[config.mk]
export PLATFORM = sky130hd
export DESIGN_NAME = alu_arbiter_flat
export DESIGN_NICKNAME = d
export VERILOG_FILES = /design/src/rtl/alu_arbiter_if.sv /design/src/rtl/alu_arbiter.sv /design/src/flat_wrapper.sv
export SDC_FILE = /design/constraint.sdc
export NUM_CORES = 1
export LEC_CHECK = 0
export CORE_MARGIN = 1
export CORE_UTILIZATION = 30
export CTS_CLUSTER_SIZE = 24
export DETAILED_ROUTE_END_ITERATION = 12
export PLACE_DENSITY = 0.65
export SLEW_MARGIN = 20
export SYNTH_ARGS = -nofsm -noshare
export SYNTH_HDL_FRONTEND = slang
export SYNTH_SLANG_ARGS = --single-unit
export TNS_END_PERCENT = 1
[constraint.sdc]
create_clock -name clk -period 2.2 [get_ports clk]
set_input_delay 0.44 -clock clk [delete_from_list [all_inputs] [get_ports clk]]
set_output_delay 0.44 -clock clk [all_outputs]
set_load 0.1 [all_outputs]
[src/rtl/alu_arbiter_if.sv]
`default_nettype none
// ==========================================================================
// alu_arbiter_if : request/response/ALU bundle shared by the ALU arbiter
// Revision       : 1.0
// ==========================================================================
interface alu_arbiter_if #(
  parameter int WIDTH = 32
) ();

  logic             req0_valid;
  logic             req0_ready;
  logic [3:0]       req0_op;
  logic [WIDTH-1:0] req0_a;
  logic [WIDTH-1:0] req0_b;

  logic             req1_valid;
  logic             req1_ready;
  logic [3:0]       req1_op;
  logic [WIDTH-1:0] req1_a;
  logic [WIDTH-1:0] req1_b;

  logic             rsp0_valid;
  logic             rsp0_ready;
  logic             rsp1_valid;
  logic             rsp1_ready;
  logic [WIDTH-1:0] rsp_result;
  logic             rsp_zero;
  logic             rsp_err;

  logic [WIDTH-1:0] alu_srca;
  logic [WIDTH-1:0] alu_srcb;
  logic             alu_ainv;
  logic             alu_binv;
  logic [1:0]       alu_sel;
  logic [WIDTH-1:0] alu_result;
  logic             alu_zero;

  modport slave (
    input  req0_valid, req0_op, req0_a, req0_b,
    input  req1_valid, req1_op, req1_a, req1_b,
    output req0_ready, req1_ready,
    output rsp0_valid, rsp1_valid, rsp_result, rsp_zero, rsp_err,
    input  rsp0_ready, rsp1_ready,
    output alu_srca, alu_srcb, alu_ainv, alu_binv, alu_sel,
    input  alu_result, alu_zero
  );

  modport master (
    output req0_valid, req0_op, req0_a, req0_b,
    output req1_valid, req1_op, req1_a, req1_b,
    input  req0_ready, req1_ready,
    input  rsp0_valid, rsp1_valid, rsp_result, rsp_zero, rsp_err,
    output rsp0_ready, rsp1_ready,
    input  alu_srca, alu_srcb, alu_ainv, alu_binv, alu_sel,
    output alu_result, alu_zero
  );

endinterface
`default_nettype wire

[src/rtl/alu_arbiter.sv]
`default_nettype none
// ==========================================================================
// alu_arbiter : two-port round-robin sequencer for a shared RISC-V ALU
// Revision    : 1.0
// ==========================================================================
module alu_arbiter #(
  parameter int WIDTH = 32
) (
  input  logic         clk,
  input  logic         rst_n,
  alu_arbiter_if.slave io_bus
);

  localparam logic [1:0] c_st_idle = 2'd0;
  localparam logic [1:0] c_st_exec = 2'd1;
  localparam logic [1:0] c_st_resp = 2'd2;

  logic [1:0]       r_state;
  logic [1:0]       w_state_nxt;
  logic             r_gnt;
  logic             r_last_grant;
  logic [3:0]       r_op;
  logic [WIDTH-1:0] r_a;
  logic [WIDTH-1:0] r_b;
  logic [WIDTH-1:0] r_result;
  logic             r_zero;
  logic             r_err;

  logic             w_any_req;
  logic             w_pick1;
  logic             w_op_legal;
  logic             w_rsp_ready;

  function automatic logic f_op_legal(input logic [3:0] op);
    case (op)
      4'd0, 4'd1, 4'd2, 4'd6, 4'd7, 4'd12: f_op_legal = 1'b1;
      default:                             f_op_legal = 1'b0;
    endcase
  endfunction

  assign w_any_req   = io_bus.req0_valid | io_bus.req1_valid;
  // Port 1 wins when it is alone, or on a tie when port 0 was served last.
  assign w_pick1     = io_bus.req1_valid & (~io_bus.req0_valid | ~r_last_grant);
  assign w_op_legal  = f_op_legal(r_op);
  assign w_rsp_ready = r_gnt ? io_bus.rsp1_ready : io_bus.rsp0_ready;

  always_ff @(posedge clk or negedge rst_n) begin
    if (!rst_n) begin
      r_state <= c_st_idle;
    end else begin
      r_state <= w_state_nxt;
    end
  end

  always_comb begin
    w_state_nxt = r_state;
    case (r_state)
      c_st_idle: if (w_any_req) w_state_nxt = c_st_exec;
      c_st_exec: w_state_nxt = c_st_resp;
      c_st_resp: if (w_rsp_ready) w_state_nxt = c_st_idle;
      default:   w_state_nxt = c_st_idle;
    endcase
  end

  always_comb begin
    io_bus.req0_ready = 1'b0;
    io_bus.req1_ready = 1'b0;
    io_bus.rsp0_valid = 1'b0;
    io_bus.rsp1_valid = 1'b0;
    // Gating with rst_n keeps ready low while reset is held, even with valid up.
    if (rst_n && (r_state == c_st_idle)) begin
      io_bus.req0_ready = io_bus.req0_valid & ~w_pick1;
      io_bus.req1_ready = w_pick1;
    end
    if (r_state == c_st_resp) begin
      io_bus.rsp0_valid = ~r_gnt;
      io_bus.rsp1_valid = r_gnt;
    end
  end

  always_ff @(posedge clk or negedge rst_n) begin
    if (!rst_n) begin
      r_gnt        <= 1'b0;
      r_last_grant <= 1'b1;
      r_op         <= 4'd0;
      r_a          <= '0;
      r_b          <= '0;
      r_result     <= '0;
      r_zero       <= 1'b0;
      r_err        <= 1'b0;
    end else begin
      case (r_state)
        c_st_idle: begin
          if (w_any_req) begin
            r_gnt <= w_pick1;
            r_op  <= w_pick1 ? io_bus.req1_op : io_bus.req0_op;
            r_a   <= w_pick1 ? io_bus.req1_a  : io_bus.req0_a;
            r_b   <= w_pick1 ? io_bus.req1_b  : io_bus.req0_b;
          end
        end
        c_st_exec: begin
          r_result <= w_op_legal ? io_bus.alu_result : '0;
          r_zero   <= w_op_legal ? io_bus.alu_zero : 1'b1;
          r_err    <= ~w_op_legal;
        end
        c_st_resp: begin
          if (w_rsp_ready) r_last_grant <= r_gnt;
        end
        default: begin
        end
      endcase
    end
  end

  assign io_bus.alu_srca   = r_a;
  assign io_bus.alu_srcb   = r_b;
  assign io_bus.alu_ainv   = r_op[3];
  assign io_bus.alu_binv   = r_op[2];
  assign io_bus.alu_sel    = r_op[1:0];
  assign io_bus.rsp_result = r_result;
  assign io_bus.rsp_zero   = r_zero;
  assign io_bus.rsp_err    = r_err;

  a_rsp_onehot: assert property (@(posedge clk) disable iff (!rst_n)
    !(io_bus.rsp0_valid && io_bus.rsp1_valid));

  a_req_onehot: assert property (@(posedge clk) disable iff (!rst_n)
    !(io_bus.req0_ready && io_bus.req1_ready));

  a_rsp0_hold: assert property (@(posedge clk) disable iff (!rst_n)
    (io_bus.rsp0_valid && !io_bus.rsp0_ready) |=>
      (io_bus.rsp0_valid && $stable(r_result) && $stable(r_zero) && $stable(r_err)));

  a_rsp1_hold: assert property (@(posedge clk) disable iff (!rst_n)
    (io_bus.rsp1_valid && !io_bus.rsp1_ready) |=>
      (io_bus.rsp1_valid && $stable(r_result) && $stable(r_zero) && $stable(r_err)));

endmodule
`default_nettype wire

[src/flat_wrapper.sv]
// flat-port wrapper written by rule: the top's interface ports become plain ports
module alu_arbiter_flat 
#(
  parameter int WIDTH = 32
)
  (clk, rst_n, io_bus_req0_valid, io_bus_req0_op, io_bus_req0_a, io_bus_req0_b, io_bus_req1_valid, io_bus_req1_op, io_bus_req1_a, io_bus_req1_b, io_bus_req0_ready, io_bus_req1_ready, io_bus_rsp0_valid, io_bus_rsp1_valid, io_bus_rsp_result, io_bus_rsp_zero, io_bus_rsp_err, io_bus_rsp0_ready, io_bus_rsp1_ready, io_bus_alu_srca, io_bus_alu_srcb, io_bus_alu_ainv, io_bus_alu_binv, io_bus_alu_sel, io_bus_alu_result, io_bus_alu_zero);
  alu_arbiter_if #(.WIDTH(WIDTH)) io_bus_i ();
  input  logic clk;
  input  logic rst_n;
  input wire logic [$bits(io_bus_i.req0_valid)-1:0] io_bus_req0_valid;
  input wire logic [$bits(io_bus_i.req0_op)-1:0] io_bus_req0_op;
  input wire logic [$bits(io_bus_i.req0_a)-1:0] io_bus_req0_a;
  input wire logic [$bits(io_bus_i.req0_b)-1:0] io_bus_req0_b;
  input wire logic [$bits(io_bus_i.req1_valid)-1:0] io_bus_req1_valid;
  input wire logic [$bits(io_bus_i.req1_op)-1:0] io_bus_req1_op;
  input wire logic [$bits(io_bus_i.req1_a)-1:0] io_bus_req1_a;
  input wire logic [$bits(io_bus_i.req1_b)-1:0] io_bus_req1_b;
  output wire logic [$bits(io_bus_i.req0_ready)-1:0] io_bus_req0_ready;
  output wire logic [$bits(io_bus_i.req1_ready)-1:0] io_bus_req1_ready;
  output wire logic [$bits(io_bus_i.rsp0_valid)-1:0] io_bus_rsp0_valid;
  output wire logic [$bits(io_bus_i.rsp1_valid)-1:0] io_bus_rsp1_valid;
  output wire logic [$bits(io_bus_i.rsp_result)-1:0] io_bus_rsp_result;
  output wire logic [$bits(io_bus_i.rsp_zero)-1:0] io_bus_rsp_zero;
  output wire logic [$bits(io_bus_i.rsp_err)-1:0] io_bus_rsp_err;
  input wire logic [$bits(io_bus_i.rsp0_ready)-1:0] io_bus_rsp0_ready;
  input wire logic [$bits(io_bus_i.rsp1_ready)-1:0] io_bus_rsp1_ready;
  output wire logic [$bits(io_bus_i.alu_srca)-1:0] io_bus_alu_srca;
  output wire logic [$bits(io_bus_i.alu_srcb)-1:0] io_bus_alu_srcb;
  output wire logic [$bits(io_bus_i.alu_ainv)-1:0] io_bus_alu_ainv;
  output wire logic [$bits(io_bus_i.alu_binv)-1:0] io_bus_alu_binv;
  output wire logic [$bits(io_bus_i.alu_sel)-1:0] io_bus_alu_sel;
  input wire logic [$bits(io_bus_i.alu_result)-1:0] io_bus_alu_result;
  input wire logic [$bits(io_bus_i.alu_zero)-1:0] io_bus_alu_zero;
  assign io_bus_i.req0_valid = io_bus_req0_valid;
  assign io_bus_i.req0_op = io_bus_req0_op;
  assign io_bus_i.req0_a = io_bus_req0_a;
  assign io_bus_i.req0_b = io_bus_req0_b;
  assign io_bus_i.req1_valid = io_bus_req1_valid;
  assign io_bus_i.req1_op = io_bus_req1_op;
  assign io_bus_i.req1_a = io_bus_req1_a;
  assign io_bus_i.req1_b = io_bus_req1_b;
  assign io_bus_req0_ready = io_bus_i.req0_ready;
  assign io_bus_req1_ready = io_bus_i.req1_ready;
  assign io_bus_rsp0_valid = io_bus_i.rsp0_valid;
  assign io_bus_rsp1_valid = io_bus_i.rsp1_valid;
  assign io_bus_rsp_result = io_bus_i.rsp_result;
  assign io_bus_rsp_zero = io_bus_i.rsp_zero;
  assign io_bus_rsp_err = io_bus_i.rsp_err;
  assign io_bus_i.rsp0_ready = io_bus_rsp0_ready;
  assign io_bus_i.rsp1_ready = io_bus_rsp1_ready;
  assign io_bus_alu_srca = io_bus_i.alu_srca;
  assign io_bus_alu_srcb = io_bus_i.alu_srcb;
  assign io_bus_alu_ainv = io_bus_i.alu_ainv;
  assign io_bus_alu_binv = io_bus_i.alu_binv;
  assign io_bus_alu_sel = io_bus_i.alu_sel;
  assign io_bus_i.alu_result = io_bus_alu_result;
  assign io_bus_i.alu_zero = io_bus_alu_zero;
  alu_arbiter #(.WIDTH(WIDTH)) u_core (.clk(clk), .rst_n(rst_n), .io_bus(io_bus_i));
endmodule
* Yosys cells after proc, flatten, opt, wreduce, memory -nomap -nowiden
Cells that the tools add are included.
** Operators by class
- Eq/ne operators :: 9
- Muxes and demuxes :: 14
- Bitwise operators :: 9
- Reductions and logical operators :: 7
** Operator list (count)
- $mux 32 :: 3
- $eq 4x3->1 const B :: 2
- $mux 1 :: 7
- $pmux 2 s3 :: 1
- $reduce_and 2->1 :: 3
- $reduce_or 6->1 :: 1
- $not 1->1 :: 5
- $eq 4x1->1 const B :: 1
- $eq 4x2->1 const B :: 1
- $eq 4x4->1 const B :: 1
- $logic_not 4->1 :: 1
- $mux 2 :: 2
- $mux 4 :: 1
- $ne 2x1->1 const B :: 2
- $and 1x1->1 :: 2
- $eq 2x1->1 const B :: 1
- $eq 2x2->1 const B :: 1
- $logic_not 2->1 :: 1
- $or 1x1->1 :: 2
- $logic_and 1x1->1 :: 1
** Storage, ports and cells
- Register bits after elaboration :: 106
- Input bits :: 175
- Output and inout bits :: 106
- Logic and storage cells :: 48

* Logic depth before layout (Yosys ltp)
Gate-level depths: netlist of run 1.
- Depth after elaboration :: 6
- Depth in mapped cells :: 5
- Mapped depth without buffers :: 3

* Worst setup path before layout of run 1
Ideal clock, no wire load.
- Kind :: register to output
- From :: register u_core.r_last_grant
- To :: output port io_bus_req0_ready
- Data arrival time :: 2.065 ns
- Required time :: 1.760 ns
- Slack :: -0.305 ns
- Cell stages (with the launch flop) :: 4
- Path buffers :: 1
- Path through :: dfstp_2 > a21boi_4 > buf_6 > nor2_1
** Between the ends
- Longest elaborated chain between the ends :: 6
** Ends and longest elaborated chain
- start: declaration :: line alu_arbiter.sv:21 : logic r_last_grant;
- start signal: assignment :: line alu_arbiter.sv:107 : if (w_rsp_ready) r_last_grant <= r_gnt;
- $not 1->1 :: line alu_arbiter.sv:43 : assign w_pick1 = io_bus.req1_valid & (~io_bus.req0_valid | ~r_last_grant);
- $or 1x1->1 :: line alu_arbiter.sv:43
- $and 1x1->1 :: line alu_arbiter.sv:43
- $not 1->1 :: line alu_arbiter.sv:72 : io_bus.req0_ready = io_bus.req0_valid & ~w_pick1;
- $and 1x1->1 :: line alu_arbiter.sv:72
- $mux 1 :: line alu_arbiter.sv:71 : if (rst_n && (r_state == c_st_idle)) begin
- end: declaration :: line flat_wrapper.sv:18 : output wire logic [$bits(io_bus_i.req0_ready)-1:0] io_bus_req0_ready;
No other way between the ends.

* Final worst setup path of run 1
- From :: input port io_bus_req1_valid
- To :: output port io_bus_req1_ready
** Between the ends
- Longest elaborated chain between the ends :: 2
** Ends and longest elaborated chain
- start: declaration :: line flat_wrapper.sv:14 : input wire logic [$bits(io_bus_i.req1_valid)-1:0] io_bus_req1_valid;
- $and 1x1->1 :: line alu_arbiter.sv:43
- $mux 1 :: line alu_arbiter.sv:71
- end: declaration :: line flat_wrapper.sv:19 : output wire logic [$bits(io_bus_i.req1_ready)-1:0] io_bus_req1_ready;
No other way between the ends.

==> run metrics, run 1 <==
outcome=completed; CTS tree=yes; H-tree levels=3; die area=roughly 17000 um2; critical path peak fanout=5; Area Overhead vs Synth=61.5%; Synth Flop Type=dfrtp_1; Yosys top cell area share=52.3%; vias per cell=4.48; Inst Count DP=875; synthesized flop and latch total=roughly 110; WL/cell=approximately 16 um; Die X=roughly 130 um; worst relative slew slack=61.2%; post-synth cell types=28; # clock sinks=around 110; I/O Pins=281; post-synthesis sequential area ratio=52.9%; drt drc=0; max_cap viols=0; via count=between 3k and 4k; grt total ovfl=0; Crit path arrival time=roughly 1700 ps; final hold violations=0; syn nets=roughly 570; Final Cycle Share=a little over nine tenths; Final TNS setup=0 ps; Filler cells=~1.4k; worst-margin pin slew=582 ps; Die Y=between 100 and 150 um; row cnt=between 40 and 50; WL final=approximately 14000 um; antenna viol nets, final=0; Worst EP required=1760 ps; first-pass GRT wire length=approximately 23000 um; RSZ-0062 raised after global routing=no; nets@finish=approximately 850; CTS Buffer Depth=2; Mapped Area=~5000 um2; yosys warns=0; Port-buffer cells=280; minimum clock period=between 2000 and 2500 ps; clock root buffer master=clkbuf_16; pin count of the biggest net entering global routing=approximately 110; 1st-iter DRT viols=around 150; Final setup viols=0; kind of end point of the critical path=output port; post-CTS setup repair buffer count=0; Final Wtd Congestion=0.802; Post-synth top cells=122 x mux2_2, 105 x dfrtp_1, 68 x nand2_1; antenna fix cells=0; cell count after synthesis=between 300 and 400; Core Util, Final=a little over 50%; most numerous cell in the Yosys netlist=mux2_2; number of flops mapped to enable cells by yosys=0; share of post-route cells with drive strength above 1=between 30% and 40%; fin cells=890; Starting Density=a little under a third; final slew viol count=0; Clock Skew=around 6.7 ps; Hold Path Class=input port to asynchronous set/reset pin; Worst setup SP type=input port; Syn Area/Cell=12.8 um2; Worst-path clk slew=70 ps; worst skew pair latency=about 340 ps; DRT Pass-1 Iters=4; number of global-route vias before repair=between 4k and 5k; largest cells by area after synthesis=dfrtp_1 52%, mux2_2 27%, nand2_1 5.1%; Post-synth ARST share=between 90% and 100%; Final HPWL DP=10700 um; initial antenna violation count=0; Crit Path Class=input port to output port; Fmax=roughly 480 MHz; Core ar.=between 15000 and 20000 um2; total track usage=between 10% and 20%; cell taking the most area after synthesis=dfrtp_1; TritonCTS Buffers=9
[kinds of logic (layout without fill, tap and decap cells)]
group           after synthesis  after routing  share of synthesized area (%)
mux                         137            137                           30.7
flops                       106            106                           52.9
simple gates                 82             82                           6.83
compound gates               40             40                           5.31
buf+inv                      28            309                           4.34
[final timing paths]
| check | startpoint | end | slack [ps] | depth (start not counted) |
|---|---|---|---|---|
| max | io_bus_req1_valid | io_bus_req1_ready | 100 | 4 |
| min | rst_n | u_core.io_bus.alu_srcb[13]$_DFFE_PN0P_ | 200 | 2 |
| max in group asynchronous | rst_n | u_core.io_bus.alu_srca[13]$_DFFE_PN0P_ | 1560 | 2 |
| max reg2reg | u_core.r_state[0]$_DFFE_PN0P_ | u_core.io_bus.alu_srcb[30]$_DFFE_PN0P_ | 530 | 4 |
| min in group clk | u_core.io_bus.rsp_err$_DFFE_PN0N_ | u_core.io_bus.rsp_err$_DFFE_PN0N_ | 490 | 1 |
| min reg2reg | u_core.io_bus.rsp_err$_DFFE_PN0N_ | u_core.io_bus.rsp_err$_DFFE_PN0N_ | 490 | 1 |
[cells in the final DEF, fill, tap and decap left out, types with 2 or more instances in the layout]
| master | Yosys | final |
|---|---|---|
| inv_1 | 2 | 2 |
| mux2_1 | 13 | 13 |
| clkdlybuf4s50_1 | 0 | 173 |
| a21oi_2 | 6 | 6 |
| a21oi_1 | 27 | 27 |
| clkinvlp_4 | 0 | 2 |
| dfrtp_1 | 105 | 105 |
| buf_4 | 7 | 112 |
| nand2_1 | 68 | 68 |
| clkbuf_16 | 0 | 9 |
| mux2i_1 | 2 | 2 |
| o21ai_0 | 2 | 2 |
| buf_12 | 0 | 7 |
| nand3b_1 | 2 | 2 |
| nor2_1 | 4 | 3 |
| nand2b_1 | 2 | 2 |
| bufinv_16 | 0 | 2 |
| mux2_2 | 122 | 122 |
[repair_timing]
action	CTS	global route
resized for setup	0	1
hold buffers	0	0
endpoints found under the setup margin	0	1
hold endpoints to repair	0	0
[through the flow]
step	hold WS [ps]	setup WS (ps)	instance area, um2
2_1_floorplan	144	-130	5020
3_3_place_gp	464	12.6	7800
3_5_place_dp	478	-63.2	7800
4_1_cts	239	42.9	8110
5_1_grt	260	19.8	8110
6_report	199	100	8110
[flip-flops by register name (all words and copies together), names as in the netlist]
name / count
u_core.io_bus.rsp_zero: 1
u_core.r_gnt: 1
u_core.io_bus.rsp_err: 1
u_core.io_bus.alu_srca: 32
u_core.io_bus.alu_srcb: 32
u_core.io_bus.rsp_result: 32
u_core.r_state: 2
u_core.r_op: 4
u_core.r_last_grant: 1
[worst max-delay path, stage by stage]
cell and delay, ps:
clkdlybuf4s50_1 500, a21boi_4 270, and3_2 270, buf_12 180
[per-layer routing]
| metal | global-route usage [%] | wire, um |
|---|---|---|
| met3 | 4.36 | 995 |
| met1 | 19.2 | 5590 |
| met4 | 6.07 | 250 |
| met2 | 30.3 | 7430 |
| met5 | 0 | 0 |
[final cells by class]
cell class                 instances  area (um2)  share of cell area [%]
timing repair buffer             292        2710                    33.5
sequential                       106        2650                    32.7
inverter                           2        7.51                  0.0926
tap                              216         270                    3.33
multi-input combinational        259        2150                    26.6
clock inverter                     5        80.1                   0.988
clock buffer                      10         229                    2.82
Power of run 1 is left out: the tool's default activity adds up to more than one toggle a clock period on the data nets, which glitch-free logic cannot reach.
==> run 2: changes to the inputs <==
Settings changed: CORE_UTILIZATION 30 to 35, PLACE_DENSITY 0.65 to 0.74.
==> run 2 against run 1 <==
Net effect: count of clock-buffer cells in the layout unchanged; register-to-register slack got worse by 100 ps; utilization increased by 7.6 points; critical path type unchanged; critical endpoint is now io_bus_req0_ready; highest routed layer unchanged.
==> run metrics, run 2 (synthesized netlist as in run 1, its figures left out) <==
outcome=completed; Final setup viols=0; 1st-iter DRT viols=131; die area=14800 um2; CTS Buffer Depth=2; H-tree levels=3; Final TNS setup=0 ps; critical path peak fanout=4; Inst Count DP=between 800 and 900; kind of end point of the critical path=output port; final slew viol count=0; worst relative slew slack=just under 50%; Storage cell area=roughly 2700 um2; Die Y=approximately 120 um; total track usage=between 10% and 20%; Final HPWL DP=just over 10000 um; # clock sinks=around 110; Crit path arrival time=1690 ps; minimum clock period=about 2100 ps; vias per cell=between 4 and 5; worst-margin pin slew=approximately 780 ps; TritonCTS Buffers=9; antenna viol nets, final=0; Worst setup SP type=input port; antenna fix cells=0; post-place setup slack=-85.9 ps; grt total ovfl=0; commonest non-fill, non-tap cell in the layout=clkdlybuf4s50_1; WL final=between 10000 and 15000 um; final hold violations=0; Final Wtd Congestion=around 0.74; first-pass GRT wire length=21200 um; Worst EP required=between 1500 and 2000 ps; via count=roughly 4.1k; Core Util, Final=between 50 and 60%; Final Cycle Share=between 90% and 100%; Starting Density=~36%; Port-buffer cells=280; Reg-to-Reg Start=u_core.r_state[0]$_DFFE_PN0P_; I/O Pins=281; most frequent cells in the layout=173 x clkdlybuf4s50_1, 122 x mux2_2, 113 x buf_4; Hold Path Class=input port to asynchronous set/reset pin; Clock Skew=5.60 ps; area of the multi-input gates=approximately 2200 um2; initial antenna violation count=0; number of global-route vias before repair=4189; Fmax=approximately 470 MHz; Filler cells=1170; Area Overhead vs Synth=60.9%; row cnt=43; drt drc=0; Register-to-Register Setup Slack=~430 ps; WL/cell=around 16 um; worst-case reg-to-reg path depth=4; Die X=approximately 120 um; RSZ-0062 raised after global routing=no; pin count of the biggest net entering global routing=63; max_cap viols=0; fin worst setup slack=67.3 ps; worst skew pair latency=roughly 340 ps; r2r endpoint=u_core.io_bus.alu_srca[13]$_DFFE_PN0P_; clock root buffer master=clkbuf_16; DRT Pass-1 Iters=4; share of post-route cells with drive strength above 1=about two fifths; fin cells=~860; Core ar.=~14000 um2; Crit Path Class=input port to output port; Worst-path clk slew=approximately 70 ps; CTS tree=yes; nets@finish=between 800 and 900
-- run 2: worst max path at each step --
stage,start,to,cells past startpoint
after global routing,io_bus_req0_valid,io_bus_req0_ready,6
after detailed placement,io_bus_req1_valid,u_core.io_bus.alu_srcb[23]$_DFFE_PN0P_,5
final,io_bus_req0_valid,io_bus_req0_ready,6
after global placement,io_bus_req1_valid,u_core.io_bus.alu_srcb[31]$_DFFE_PN0P_,5
after CTS,io_bus_req1_valid,io_bus_req1_ready,5
after floorplan,u_core.r_state[0]$_DFFE_PN0P_,io_bus_rsp0_valid,2
-- run 2: what timing repair did --
action,in CTS,in global routing
setup endpoints to repair,1,0
resized for setup,0,0
hold buffers,0,0
buffers inserted,1,0
hold endpoints to repair,0,0
-- run 2: worst max-delay path, cell delays in order --
cell and delay [ps]:
clkdlybuf4s50_1 550, a21boi_4 80, buf_4 160, buf_12 130, nor2_2 140, buf_12 190
-- run 2: stage by stage --
| stage | cell area, um2 | hold slack, ps |
|---|---|---|
| global placement | 7770 | 464 |
| global route | 8080 | 255 |
| CTS | 8080 | 217 |
| finish | 8080 | 196 |
| floorplan | 5020 | 144 |
| detailed placement | 7770 | 471 |
-- run 2: final cells by class --
type / count / share of cell area (%)
Timing Repair Buffer: 294 / 33.9
Sequential cell: 106 / 32.9
Multi-Input combinational cell: 259 / 26.7
Clock buffer: 10 / 2.84
Tap cell: 180 / 2.79
Clock inverter: 6 / 0.837
Inverter: 2 / 0.0930
-- run 2: routing by layer --
layer | global-route usage [%] | share of wire, % | up-vias
met5 | 0 | 0 | -
met4 | 9.72 | 3.6 | 0
met3 | 4.87 | 8.1 | 31
met2 | 31.9 | 50 | 182
met1 | 20.8 | 38 | 1939
li1 | - | - | 1917
Power of run 2 is left out for the same reason.
